## src/rtl/power_seq_pkg.sv

```systemverilog
// rtl/power_seq_pkg.sv - shared state enum, operand field layout and FIFO entry type for the power operand sequencer
package power_seq_pkg;

  localparam int FIELD_W = 8;
  localparam int I_LSB   = 16;
  localparam int IT_LSB  = 8;
  localparam int N_LSB   = 0;
  localparam int ENTRY_W = 3 * FIELD_W;

  typedef enum logic [1:0] {
    IDLE = 2'd0,
    WAIT = 2'd1,
    HOLD = 2'd2
  } seq_state_e;

  typedef struct packed {
    logic [FIELD_W-1:0] i;
    logic [FIELD_W-1:0] it;
    logic [FIELD_W-1:0] n;
  } operand_t;

  // Places each field at its fixed calculator offset, independent of struct order.
  function automatic logic [ENTRY_W-1:0] pack_operand(input operand_t op);
    logic [ENTRY_W-1:0] f;
    f = '0;
    f[I_LSB  +: FIELD_W] = op.i;
    f[IT_LSB +: FIELD_W] = op.it;
    f[N_LSB  +: FIELD_W] = op.n;
    return f;
  endfunction

endpackage

```

## src/rtl/power_seq_fifo.sv

```systemverilog
// rtl/power_seq_fifo.sv - synchronous operand FIFO, power-of-two depth, first-word-fall-through head
module power_seq_fifo
  import power_seq_pkg::*;
#(
  parameter int DEPTH = 4
) (
  input  logic                   clk,
  input  logic                   reset,
  input  logic                   push,
  input  operand_t               push_data,
  input  logic                   pop,
  output operand_t               head,
  output logic [$clog2(DEPTH):0] count
);

  localparam int PTR_W = $clog2(DEPTH);
  localparam int CNT_W = PTR_W + 1;

  operand_t         mem_q [DEPTH];
  logic [PTR_W-1:0] wr_ptr_q, wr_ptr_d;
  logic [PTR_W-1:0] rd_ptr_q, rd_ptr_d;
  logic [CNT_W-1:0] count_q, count_d;
  logic             push_ok, pop_ok;

  // A push into a full FIFO is dropped even if a pop happens in the same cycle.
  assign push_ok = push && (count_q != CNT_W'(DEPTH));
  assign pop_ok  = pop && (count_q != '0);

  // Storage needs no reset; only pointers and count define validity.
  always_ff @(posedge clk) begin
    if (push_ok) begin
      mem_q[wr_ptr_q] <= push_data;
    end
  end

  // Pointer and occupancy next-state; pointers wrap naturally because DEPTH is a power of two.
  always_comb begin
    wr_ptr_d = wr_ptr_q;
    rd_ptr_d = rd_ptr_q;
    count_d  = count_q;
    if (push_ok) begin
      wr_ptr_d = wr_ptr_q + PTR_W'(1);
    end
    if (pop_ok) begin
      rd_ptr_d = rd_ptr_q + PTR_W'(1);
    end
    case ({push_ok, pop_ok})
      2'b10:   count_d = count_q + CNT_W'(1);
      2'b01:   count_d = count_q - CNT_W'(1);
      default: count_d = count_q;
    endcase
  end

  // Pointer and occupancy registers.
  always_ff @(posedge clk or posedge reset) begin
    if (reset) begin
      wr_ptr_q <= '0;
      rd_ptr_q <= '0;
      count_q  <= '0;
    end else begin
      wr_ptr_q <= wr_ptr_d;
      rd_ptr_q <= rd_ptr_d;
      count_q  <= count_d;
    end
  end

  assign head  = mem_q[rd_ptr_q];
  assign count = count_q;

endmodule

```

## src/rtl/power_operand_sequencer.sv

```systemverilog
// rtl/power_operand_sequencer.sv - buffers operand triples and dispatches them to the power calculator; optional POWER_SEQ_ZERO_BYPASS_EN
module power_operand_sequencer
  import power_seq_pkg::*;
#(
  parameter int WIDTH        = 32,
  parameter int SCALAR_SIZE  = 24,
  parameter int FIFO_DEPTH   = 4,
  parameter int CALC_LATENCY = 8
) (
  input  logic                        clk,
  input  logic                        reset,
  input  logic                        in_valid,
  output logic                        in_ready,
  input  logic [FIELD_W-1:0]          in_i,
  input  logic [FIELD_W-1:0]          in_it,
  input  logic [FIELD_W-1:0]          in_n,
  output logic [SCALAR_SIZE-1:0]      scalar_field,
  input  logic [WIDTH-1:0]            calc_result,
  output logic                        out_valid,
  input  logic                        out_ready,
  output logic [WIDTH-1:0]            out_result,
  output logic                        busy,
  output logic [$clog2(FIFO_DEPTH):0] fifo_count
);

  localparam int CNT_W = $clog2(FIFO_DEPTH) + 1;
  localparam int LAT_W = (CALC_LATENCY > 1) ? $clog2(CALC_LATENCY) : 1;

  seq_state_e             state_q, state_d;
  logic [LAT_W-1:0]       cnt_q, cnt_d;
  logic [SCALAR_SIZE-1:0] scalar_q, scalar_d;
  logic [WIDTH-1:0]       result_q, result_d;
  logic                   valid_q, valid_d;
  logic                   push, pop, bypass_head;
  operand_t               in_op, head;
  logic [CNT_W-1:0]       count;

  assign in_op    = '{i: in_i, it: in_it, n: in_n};
  assign in_ready = (count != CNT_W'(FIFO_DEPTH));
  assign push     = in_valid && in_ready;

  power_seq_fifo #(
    .DEPTH(FIFO_DEPTH)
  ) u_fifo (
    .clk      (clk),
    .reset    (reset),
    .push     (push),
    .push_data(in_op),
    .pop      (pop),
    .head     (head),
    .count    (count)
  );

`ifdef POWER_SEQ_ZERO_BYPASS_EN
  // x**0 is always 1, so a zero exponent never needs the calculator.
  assign bypass_head = (head.n == '0);
`else
  assign bypass_head = 1'b0;
`endif

  // Dispatch FSM: pop in IDLE, count down the calculator latency in WAIT, hold the result in HOLD.
  always_comb begin
    state_d  = state_q;
    cnt_d    = cnt_q;
    scalar_d = scalar_q;
    result_d = result_q;
    valid_d  = valid_q;
    pop      = 1'b0;
    case (state_q)
      IDLE: begin
        if (count != '0) begin
          pop = 1'b1;
          if (bypass_head) begin
            result_d = WIDTH'(1);
            valid_d  = 1'b1;
            state_d  = HOLD;
          end else begin
            scalar_d = SCALAR_SIZE'(pack_operand(head));
            cnt_d    = LAT_W'(CALC_LATENCY - 1);
            state_d  = WAIT;
          end
        end
      end
      WAIT: begin
        if (cnt_q == '0) begin
          result_d = calc_result;
          valid_d  = 1'b1;
          state_d  = HOLD;
        end else begin
          cnt_d = cnt_q - LAT_W'(1);
        end
      end
      HOLD: begin
        if (out_ready) begin
          valid_d = 1'b0;
          state_d = IDLE;
        end
      end
      default: begin
        valid_d = 1'b0;
        state_d = IDLE;
      end
    endcase
  end

  // State, latency counter and output registers; reset discards any in-flight operation.
  always_ff @(posedge clk or posedge reset) begin
    if (reset) begin
      state_q  <= IDLE;
      cnt_q    <= '0;
      scalar_q <= '0;
      result_q <= '0;
      valid_q  <= 1'b0;
    end else begin
      state_q  <= state_d;
      cnt_q    <= cnt_d;
      scalar_q <= scalar_d;
      result_q <= result_d;
      valid_q  <= valid_d;
    end
  end

  assign scalar_field = scalar_q;
  assign out_result   = result_q;
  assign out_valid    = valid_q;
  assign busy         = (state_q != IDLE);
  assign fifo_count   = count;

endmodule
```

## config.mk

```make
export PLATFORM = sky130hd
export DESIGN_NAME = power_operand_sequencer
export DESIGN_NICKNAME = d
export VERILOG_FILES = /design/src/rtl/power_seq_pkg.sv /design/src/rtl/power_seq_fifo.sv /design/src/rtl/power_operand_sequencer.sv
export SDC_FILE = /design/constraint.sdc
export NUM_CORES = 1
export LEC_CHECK = 0
export ABC_CLOCK_PERIOD_IN_PS = 6370
export BUFFER_PORTS_ARGS = -buffer_cell sky130_fd_sc_hd__buf_4
export CAP_MARGIN = 15
export CORE_UTILIZATION = 59
export CTS_CLUSTER_SIZE = 10
export DETAILED_ROUTE_END_ITERATION = 10
export GPL_TIMING_DRIVEN = 0
export HOLD_SLACK_MARGIN = 0.12
export PLACE_DENSITY = 0.84
export RECOVER_POWER = 100
export SLEW_MARGIN = 5
export SYNTH_ARGS = -nofsm -noshare
export SYNTH_HDL_FRONTEND = slang
export SYNTH_SLANG_ARGS = --single-unit
export TNS_END_PERCENT = 5
```

## constraint.sdc

```tcl
create_clock -name clk -period 6.37 [get_ports clk]
set_clock_uncertainty 0.1 [all_clocks]
set_input_delay 0.637 -clock clk [delete_from_list [all_inputs] [get_ports clk]]
set_output_delay 0.637 -clock clk [all_outputs]
set_load 0.01 [all_outputs]
```

; Word-level counts from Yosys, hierarchy flattened
; Memory sizes are Yosys's and may differ from the RTL's. A register that Yosys moved wholly into a read port is not among the register bits.
; Index checks and enable logic that the tools add are counted.
; Widths: inputs -> output; s select.
[totals]
regBits = 45
mem_bits_rw = 96
in_bits = 60
output_inout_bits = 62
elab_cells = 52
memories = 1
[memory_table]
columns = name, depth, width, rd, rd_clocked_by_memory_dff, write_ports, line
row1 = u_fifo.mem_q, 4, 24, 1, 1, 1, power_seq_fifo.sv:19  ; operand_t mem_q [DEPTH];
[classes]
add_sub_neg = 5
n_eq_ne = 9
mux = 15
n_bitwise = 1
reduce_logical = 14
[ops]
columns = operator, count
row1 = $pmux 3 s2, 2
row2 = $reduce_and 3->1, 3
row3 = $ne 2x2->1 const B, 4
row4 = $mux 1, 6
row5 = $mux 2, 3
row6 = $mux 3, 2
row7 = $pmux 2 s3, 1
row8 = $reduce_bool 2->1, 3
row9 = $sub 3x1->3 const B, 2
row10 = $add 2x1->2 const B, 2
row11 = $eq 2x1->1 const B, 2
row12 = $eq 2x2->1 const B, 2
row13 = $reduce_and 2->1, 2
row14 = $add 3x1->3 const B, 1
row15 = $logic_and 1x1->1, 3
row16 = $logic_not 3->1, 1
row17 = $ne 3x3->1 const B, 1
row18 = $pmux 1 s3, 1
row19 = $reduce_bool 3->1, 1
row20 = $logic_not 2->1, 1
row21 = $not 1->1, 1

; Depth between registers and ports, before layout
; Gate-level depths: netlist of run 1.
[logic_depth]
word_depth = 6
ltp_mapped = 10
ltp_nobuf = 9

; Hierarchy
; A second synthesis of run 1 with hierarchy kept.
[unflattened]
cells_unflattened = 315
hier_area_um2 = 6429.9
[modules_own_cells]
columns = mod, n_inst, cells_each, area_per_inst_um2, seq_area_each_um2
row1 = power_seq_fifo, 1, 163, 3936.3, 3057.9
row2 = power_operand_sequencer, 1, 152, 2493.6, 1551.5

; Worst setup path after synthesis of run 1
; Ideal clock, no wire load.
[synth_timing]
path_type = register to register
startpoint = reg u_fifo.count_q[1] (netlist: u_fifo.count[1])
endpoint = reg u_fifo.count_q[2] (netlist: u_fifo.count[2])
setup_time_ns = 0.079
t_arrival_ns = 2.129
required_time_ns = 6.191
path_slack_ns = 4.062
stages_incl_launch_ff = 10
n_path_buf = 0
period_less_slack_ns = 2.308
path_cell_list = dfrtp_1 > or3b_1 > and2_1 > inv_1 > ha_1 > inv_1 > fa_1 > xor2_1 > nor2_1 > xor2_1
[synth_via]
elab_cells_between_ends = 13
cone_classes = add/sub: 2 / eq/ne: 3 / mux: 3 / reduce/logical: 5
[synth_rtl]
columns = item, line
row1 = "start, declared", power_seq_fifo.sv:22  ; logic [CNT_W-1:0] count_q, count_d;
row2 = "start signal, assigned", power_seq_fifo.sv:63  ; count_q <= count_d;
row3 = $ne 3x3->1 *, power_operand_sequencer.sv:39  ; assign in_ready = (count != CNT_W'(FIFO_DEPTH));
row4 = named net in_ready, power_operand_sequencer.sv:13  ; output logic in_ready,
row5 = $logic_and 1x1->1, power_operand_sequencer.sv:40  ; assign push = in_valid && in_ready;
row6 = $logic_and 1x1->1 *, power_seq_fifo.sv:26  ; assign push_ok = push && (count_q != CNT_W'(DEPTH));
row7 = $eq 2x1->1 / $eq 2x2->1 (equally long branches), power_seq_fifo.sv:47  ; case ({push_ok, pop_ok})
row8 = $pmux 3 s2 / $reduce_bool 2->1 (equally long branches), --
; The timed path passes the listed nets; every way through them passes the cells marked *.
; A chain may end at the register's enable or synchronous reset.

; Worst setup path in the final report of run 1
[layout_timing]
startpoint = reg state_q[0]
endpoint = reg u_fifo.count_q[2] (netlist: u_fifo.count[2])
[layout_via]
elab_chain_len = 5
elab_cells_between_ends = 7
cone_classes = eq/ne: 2 / mux: 2 / reduce/logical: 3
[layout_lines]
columns = item, line
row1 = "start, declared", power_operand_sequencer.sv:29  ; seq_state_e state_q, state_d;
row2 = "start signal, assigned", power_operand_sequencer.sv:115  ; state_q <= state_d;
row3 = $logic_not 2->1 *, power_operand_sequencer.sv:69  ; case (state_q)
row4 = $mux 1 *, power_operand_sequencer.sv:69
row5 = named net pop, power_operand_sequencer.sv:34  ; logic push, pop, bypass_head;
row6 = $logic_and 1x1->1 *, power_seq_fifo.sv:27  ; assign pop_ok = pop && (count_q != '0);
row7 = $eq 2x1->1 / $eq 2x2->1 (equally long branches), power_seq_fifo.sv:47
row8 = $pmux 3 s2 / $reduce_bool 2->1 (equally long branches), --
; Marked as above.

==> out/results.ini, run 1 <==
[floorplanning]
fp.dieW_um = 105.3
core_area_um2 = 10320
start_util_pct = 61.02
fp-row-count = 37
ios = 122
die_area_um2 = 11090
fp.dieH_um = 105.3

[sta]
fin_setup_tns_ns = 0
fin_ws_ns = 2.960
finalHoldViolations = 0
setup_viol = 0
fmax_mhz = 293.2
rsz0062_at_grt = no
finalCriticalPeriod_ns = 3.410
final-max-slew-violation-count = 0
period_share_pct = 53.54
maxSlewHeadroom_pct = 23.81
worst_slew_pin_slew_ns = 1.143

[synthesis]
synth-edff-count = 96
yosys_warnings = 0
avgSynthCellArea_um2 = 20.26
synthFlopType = edfxtp_1
synth.distinct_cells = 29
postSynthNetCount = 379
yosys-top-cells-count = edfxtp_1, dfrtp_1, mux2_2
ys_seq_elements = 165
yosysTopAreaCell = edfxtp_1
synth_most_common_cell = edfxtp_1
synthTopCellsByArea = edfxtp_1, dfrtp_1, mux4_2
synth_top_cell_area_share_pct = 45.76
syn_area_um2 = 6300
yosysSeqAreaShare_pct = 73.17
synthArstFlopShare_pct = 41.82
synth_cells = 311

[pwr]
p_leak_nw = 2.893
ir_drop_uv = 232.9
power_w = 0.003857
p_per_area_nw_per_um2 = 504.4

[final_layout]
layout-drive-gt1-share_pct = 28.30
final_net_count = 525
post-route-cell-area_um2 = 7646
fillers = 675
antenna_cells = 0
final_util_pct = 74.06
area_delta_synth_final_pct = 21.37

[critical_path]
rrSetupSlack_ns = 2.96
reg2reg_from = state_q[0]
timing.rr.end = u_fifo.count[2]
crit_path_end_kind = flip-flop
cp_top_family = buffers and inverters
cp_slowest_stage_delay_ns = 0.56
crit_fanout = 10
cp.arrival_ns = 3.75
critical_path_cell_count = 10
critPathRequiredTime_ns = 6.71
critPathBufInv = 3
criticalPathCategory = reg2reg
startpoint_type = flip-flop
reg2reg_depth = 10
path_cells = nor2_1 -> and2_0 -> clkbuf_1 -> clkbuf_1 -> ha_1 -> inv_1 -> fa_1 -> xor2_1 -> nor2_1 -> xor2_1
slowest_stage = clkbuf_1

[route]
detail_route.vias_per_cell = 5.419
ant_nets = 0
wire_per_inst_um = 19.27
vias = 3284
drc = 0
drt_wl_total_um = 11680
drt_pass1_iterations = 4
drtIter0Drc = 212

[placed_design]
portBuffers = 121
pre_cts_ws_ns = 3.847
gp_congestion = 0.7173
place_area_um2 = 7506
dp_hpwl_um = 7394

[clocking]
cts_made_buffers = 17
h-tree-depth = 4
clockBufferDepth = 2
clock-sinks = 165
cts_tree = done
root_buffer = clkbuf_8
clk_latency_ns = 0.52
clk_pin_slew_worst_paths_ns = 0.06

[run]
drv_cap = 0

[global_route]
grt_pass1_wl_um = 18150
grt_start_max_net_pins = 64
grt_use_total_pct = 22.79
overflow = 0
grt_pass1_vias = 3386
antenna_found_initial = 0

[worst_hold_path]
hold_end = out_result[5]
hold_path_startpoint = calc_result[5]
min_path_type = in2reg
hold_depth = 2

[status]
status = finished clean

==> power breakdown <==
part	switching, W	internal (W)
clock	0.000395	0.000676
sequential	0.000157	0.00150
combinational	0.000605	0.000523
==> stage by stage <==
step           hold WS, ns  instances
6_report            0.2492        606
3_3_place_gp        0.3584        568
2_1_floorplan       0.3444        311
5_1_grt             0.2301        606
3_5_place_dp        0.3749        573
4_1_cts             0.1948        606
==> worst register-to-register path, stage by stage, from the launching register on <==
cell and delay, ns:
dfrtp_1 0.41, nor2_1 0.37, and2_0 0.24, clkbuf_1 0.46, clkbuf_1 0.56, ha_1 0.32
inv_1 0.08, fa_1 0.37, xor2_1 0.15, nor2_1 0.11, xor2_1 0.16
==> layout by cell type (no fill, tap or decap), types with 2 or more instances in the layout <==
cell type,n
nor2_1,3
mux4_2,24
xnor2_1,3
nand2_1,5
clkinv_2,3
mux2_2,37
inv_1,10
a21oi_1,3
edfxtp_1,96
dfrtp_1,69
ha_1,7
buf_2,2
and3_1,4
o21ai_0,2
buf_4,35
clkbuf_1,101
mux2_1,19
xor2_1,3
clkinvlp_4,3
bufinv_16,5
clkbuf_16,16
a211oi_1,3
and2_0,2
==> worst max-delay path by stage <==
stage	start	endpoint	slack (ns)
after global placement	reset	scalar_field[13]	3.02
final	state_q[0]	u_fifo.count[2]	2.96
after CTS	state_q[0]	u_fifo.count[2]	3.73
after floorplan	reset	cnt_q[0]	3.89
after global routing	state_q[0]	u_fifo.count[2]	2.72
after detailed placement	state_q[0]	u_fifo.count[2]	3.85
==> state kept, by name, indices dropped and copies added (netlist names) <==
| register | flops |
|---|---|
| u_fifo.mem_q | 96 |
| out_result | 32 |
| scalar_field | 24 |
| cnt_q | 3 |
| u_fifo.count | 3 |
| state_q | 2 |
| u_fifo.rd_ptr_q | 2 |
| u_fifo.wr_ptr_q | 2 |
| out_valid | 1 |
==> timing repair <==
item	CTS	global route
hold endpoints to repair	6	0
gates resized for setup	0	0
hold buffers	1	0
buffers inserted	0	0
==> cells by family after synthesis <==
family	count (synthesis)	share of synthesized area, %
AOI/OAI and AO/OA	8	0.7546
xor gates and xnor gates	6	0.8343
adders and majority gates	8	1.708
buffers and inverters	23	1.907
DFF	165	73.17
muxes	81	19.78
and+or+nand+nor	20	1.847
==> layout make-up <==
class | instances | area (um^2) | share of cell area (%)
flip-flops and latches | 165 | 4609 | 60.28
multi-input cells | 123 | 1508 | 19.72
repair buffers | 127 | 638.1 | 8.346
clock buffers | 19 | 421.7 | 5.515
clock inverters | 13 | 205.2 | 2.684
well taps | 136 | 170.2 | 2.225
plain buffers | 12 | 51.30 | 0.6709
inverters | 11 | 42.54 | 0.5564
==> metal layers <==
layer	global-route usage, %	wire, um	up-vias
met4	9.457	126	0
met5	0	0	-
li1	-	-	1482
met2	37.17	5829	137
met3	6.122	871	9
met1	29.30	4851	1656
(Power assumes the default switching activity.)
==> run 2, diff against run 1 <==
Settings changed: ABC_CLOCK_PERIOD_IN_PS 6370 to 3500, CORE_UTILIZATION 59 to 55, PLACE_DENSITY 0.84 to 0.79.
Clock period 6.37 ns to 3.5 ns, I/O delays scaled along.
==> run 2 against run 1 <==
First-iteration DRC count down 10%. Sequential share of layout area down 3.7 points. Combinational power rose by 87%. Register-to-register slack got worse by 2.2 ns. Clock power is 63% higher. Count of clock-buffer cells in the layout shrank 2.
==> out/results.ini, run 2 (synthesis results as in run 1) <==
[sta]
period_share_pct = 77.41  ; +24 points
fin_setup_tns_ns = 0  ; unchanged
final-max-slew-violation-count = 0  ; unchanged
worst_slew_pin_slew_ns = 1.309  ; +0.1659 ns
finalHoldViolations = 0  ; unchanged
setup_viol = 0  ; unchanged
finalCriticalPeriod_ns = 2.709  ; -0.7012 ns
fmax_mhz = 369.1  ; +26%
fin_hold_ws_ns = 0.3055  ; +0.05635 ns
maxSlewHeadroom_pct = 12.27  ; -12 points
rsz0062_at_grt = no

[route]
drc = 0  ; unchanged
drt_pass1_iterations = 4  ; unchanged
ant_nets = 0  ; unchanged
vias = 3519  ; +7.2%
drt_wl_total_um = 12110  ; +3.6%
wire_per_inst_um = 18.15  ; -5.8%
drtIter0Drc = 190  ; -10%
detail_route.vias_per_cell = 5.276  ; -2.6%

[final_layout]
layout-drive-gt1-share_pct = 25.05  ; -3.3 points
largest_reg_flops = 96  ; unchanged
seq_area_um2 = 4609  ; unchanged
regMostFlops = u_fifo.mem_q
final_common_cell = clkbuf_1
final_net_count = 582  ; +11%
multiInputGateArea_um2 = 1503  ; -0.33%
antenna_cells = 0  ; unchanged
fillers = 721  ; +6.8%
area_delta_synth_final_pct = 29.22
final_cell_mix = clkbuf_1, edfxtp_1, dfrtp_1
final_cells = 667  ; +10%

[clocking]
clk_pin_slew_worst_paths_ns = 0.06  ; about the same
root_buffer = clkbuf_16
clock-sinks = 165  ; unchanged
post_cts_buffers = 0  ; unchanged
clockBufferDepth = 2  ; unchanged
cts_made_buffers = 17  ; unchanged
h-tree-depth = 4  ; unchanged
clk_latency_ns = 0.41  ; -0.11 ns
cts_tree = done

[pwr]
p_leak_nw = 3.087  ; +6.7%
p_per_area_nw_per_um2 = 843.9  ; +67%
ir_drop_uv = 423.5  ; +82%

[placed_design]
gp_congestion = 0.6889  ; -4.0%
dp_cells = 577  ; +0.70%
portBuffers = 121  ; unchanged
dp_hpwl_um = 7412  ; +0.24%

[status]
status = finished clean

[critical_path]
reg2reg_depth = 4  ; -6
crit_fanout = 10  ; unchanged
reg2reg_from = u_fifo.rd_ptr_q[0]
timing.rr.end = scalar_field[20]
cp.arrival_ns = 2.90  ; -0.85 ns
rrSetupSlack_ns = 0.79  ; -2.17 ns
crit_path_end_kind = flip-flop
startpoint_type = flip-flop
criticalPathCategory = reg2reg
critPathRequiredTime_ns = 3.69  ; -3.02 ns

[floorplanning]
core_area_um2 = 10980  ; +6.4%
ios = 122  ; unchanged
fp.dieH_um = 109.0  ; +3.5%
fp-row-count = 38  ; +2.7%
die_area_um2 = 11890  ; +7.1%
fp.dieW_um = 109.0  ; +3.5%
start_util_pct = 57.36  ; -3.7 points

[run]
drv_cap = 0  ; unchanged

[worst_hold_path]
min_path_type = in2reg
hold_end = u_fifo.wr_ptr_q[0]
hold_depth = 3  ; +1
hold_path_startpoint = in_valid

[global_route]
overflow = 0  ; unchanged
grt_pass1_wl_um = 18530  ; +2.1%
antenna_found_initial = 0  ; unchanged
grt_pass1_vias = 3641  ; +7.5%
grt_start_max_net_pins = 45  ; -30%
grt_use_total_pct = 21.77  ; -1.0 points

[run 2: cell count changes in the layout (fill, tap and decap cells not counted), sizes merged]
| cell | before | now |
|---|---|---|
| clkinv | 4 | 6 |
| clkbuf | 119 | 118 |
| buf | 38 | 37 |
| dlygate4sd3 | 1 | 58 |
| clkinvlp | 4 | 6 |
| bufinv | 5 | 1 |
| inv | 11 | 13 |
[run 2: metrics by stage]
| stage | utilization (%) | total power, W | setup WS (ns) | area (um^2) |
|---|---|---|---|---|
| 4_1_cts | 78.67 | 0.007462 | 0.9250 | 8641 |
| 6_report | 74.12 | 0.006870 | 0.7907 | 8140 |
| 3_3_place_gp | 67.22 | 0.005482 | 0.3601 | 7383 |
| 5_1_grt | 74.12 | 0.007235 | 0.5825 | 8140 |
| 3_5_place_dp | 68.32 | 0.005650 | 0.9543 | 7503 |
| 2_1_floorplan | - | 0.004568 | 1.192 | 6300 |
[run 2: final cells by class]
type / instances / share of cell area, %
Tap cell: 140 / 2.152
Sequential cell: 165 / 56.62
Clock buffer: 17 / 5.226
Inverter: 11 / 0.5226
Timing Repair Buffer: 184 / 14.57
Clock inverter: 15 / 1.614
Multi-Input combinational cell: 123 / 18.46
Buffer: 12 / 0.8300
[run 2: repair_timing]
item                      CTS  global route
hold buffers               58             0
resized for setup           0             0
hold endpoints to repair  154             0
[run 2: worst max path at each step]
stage,startpoint,endpoint,cells after the start
floorplan,u_fifo.count[1],u_fifo.count[2],9
global placement,reset,u_fifo.count[0],2
detailed placement,state_q[0],u_fifo.count[2],10
CTS,state_q[0],u_fifo.count[2],10
global route,u_fifo.rd_ptr_q[0],scalar_field[20],4
finish,u_fifo.rd_ptr_q[0],scalar_field[20],4
[run 2: report_power, final]
| group | internal [W] | leakage [nW] | total (W) | switching (W) |
|---|---|---|---|---|
| registers | 0.00273 | 1.69 | 0.00302 | 0.000288 |
| logic | 0.00100 | 1.14 | 0.00211 | 0.00111 |
| clock network | 0.000982 | 0.259 | 0.00174 | 0.000755 |
[run 2: layer usage]
layer  up-vias  share of wire (%)  global-route usage, %
li1       1595                  -                      -
met1      1792                 43                  26.87
met2       124                 51                  38.50
met3         8                5.2                  5.021
met4         0               0.64                  6.081
met5         -                  0                      0
[run 2: worst max-delay path, stage by stage, from the launching register on]
cell	delay [ns]
dfrtp_1	0.32
clkbuf_1	0.48
clkbuf_1	0.76
mux4_2	0.62
mux2_1	0.31
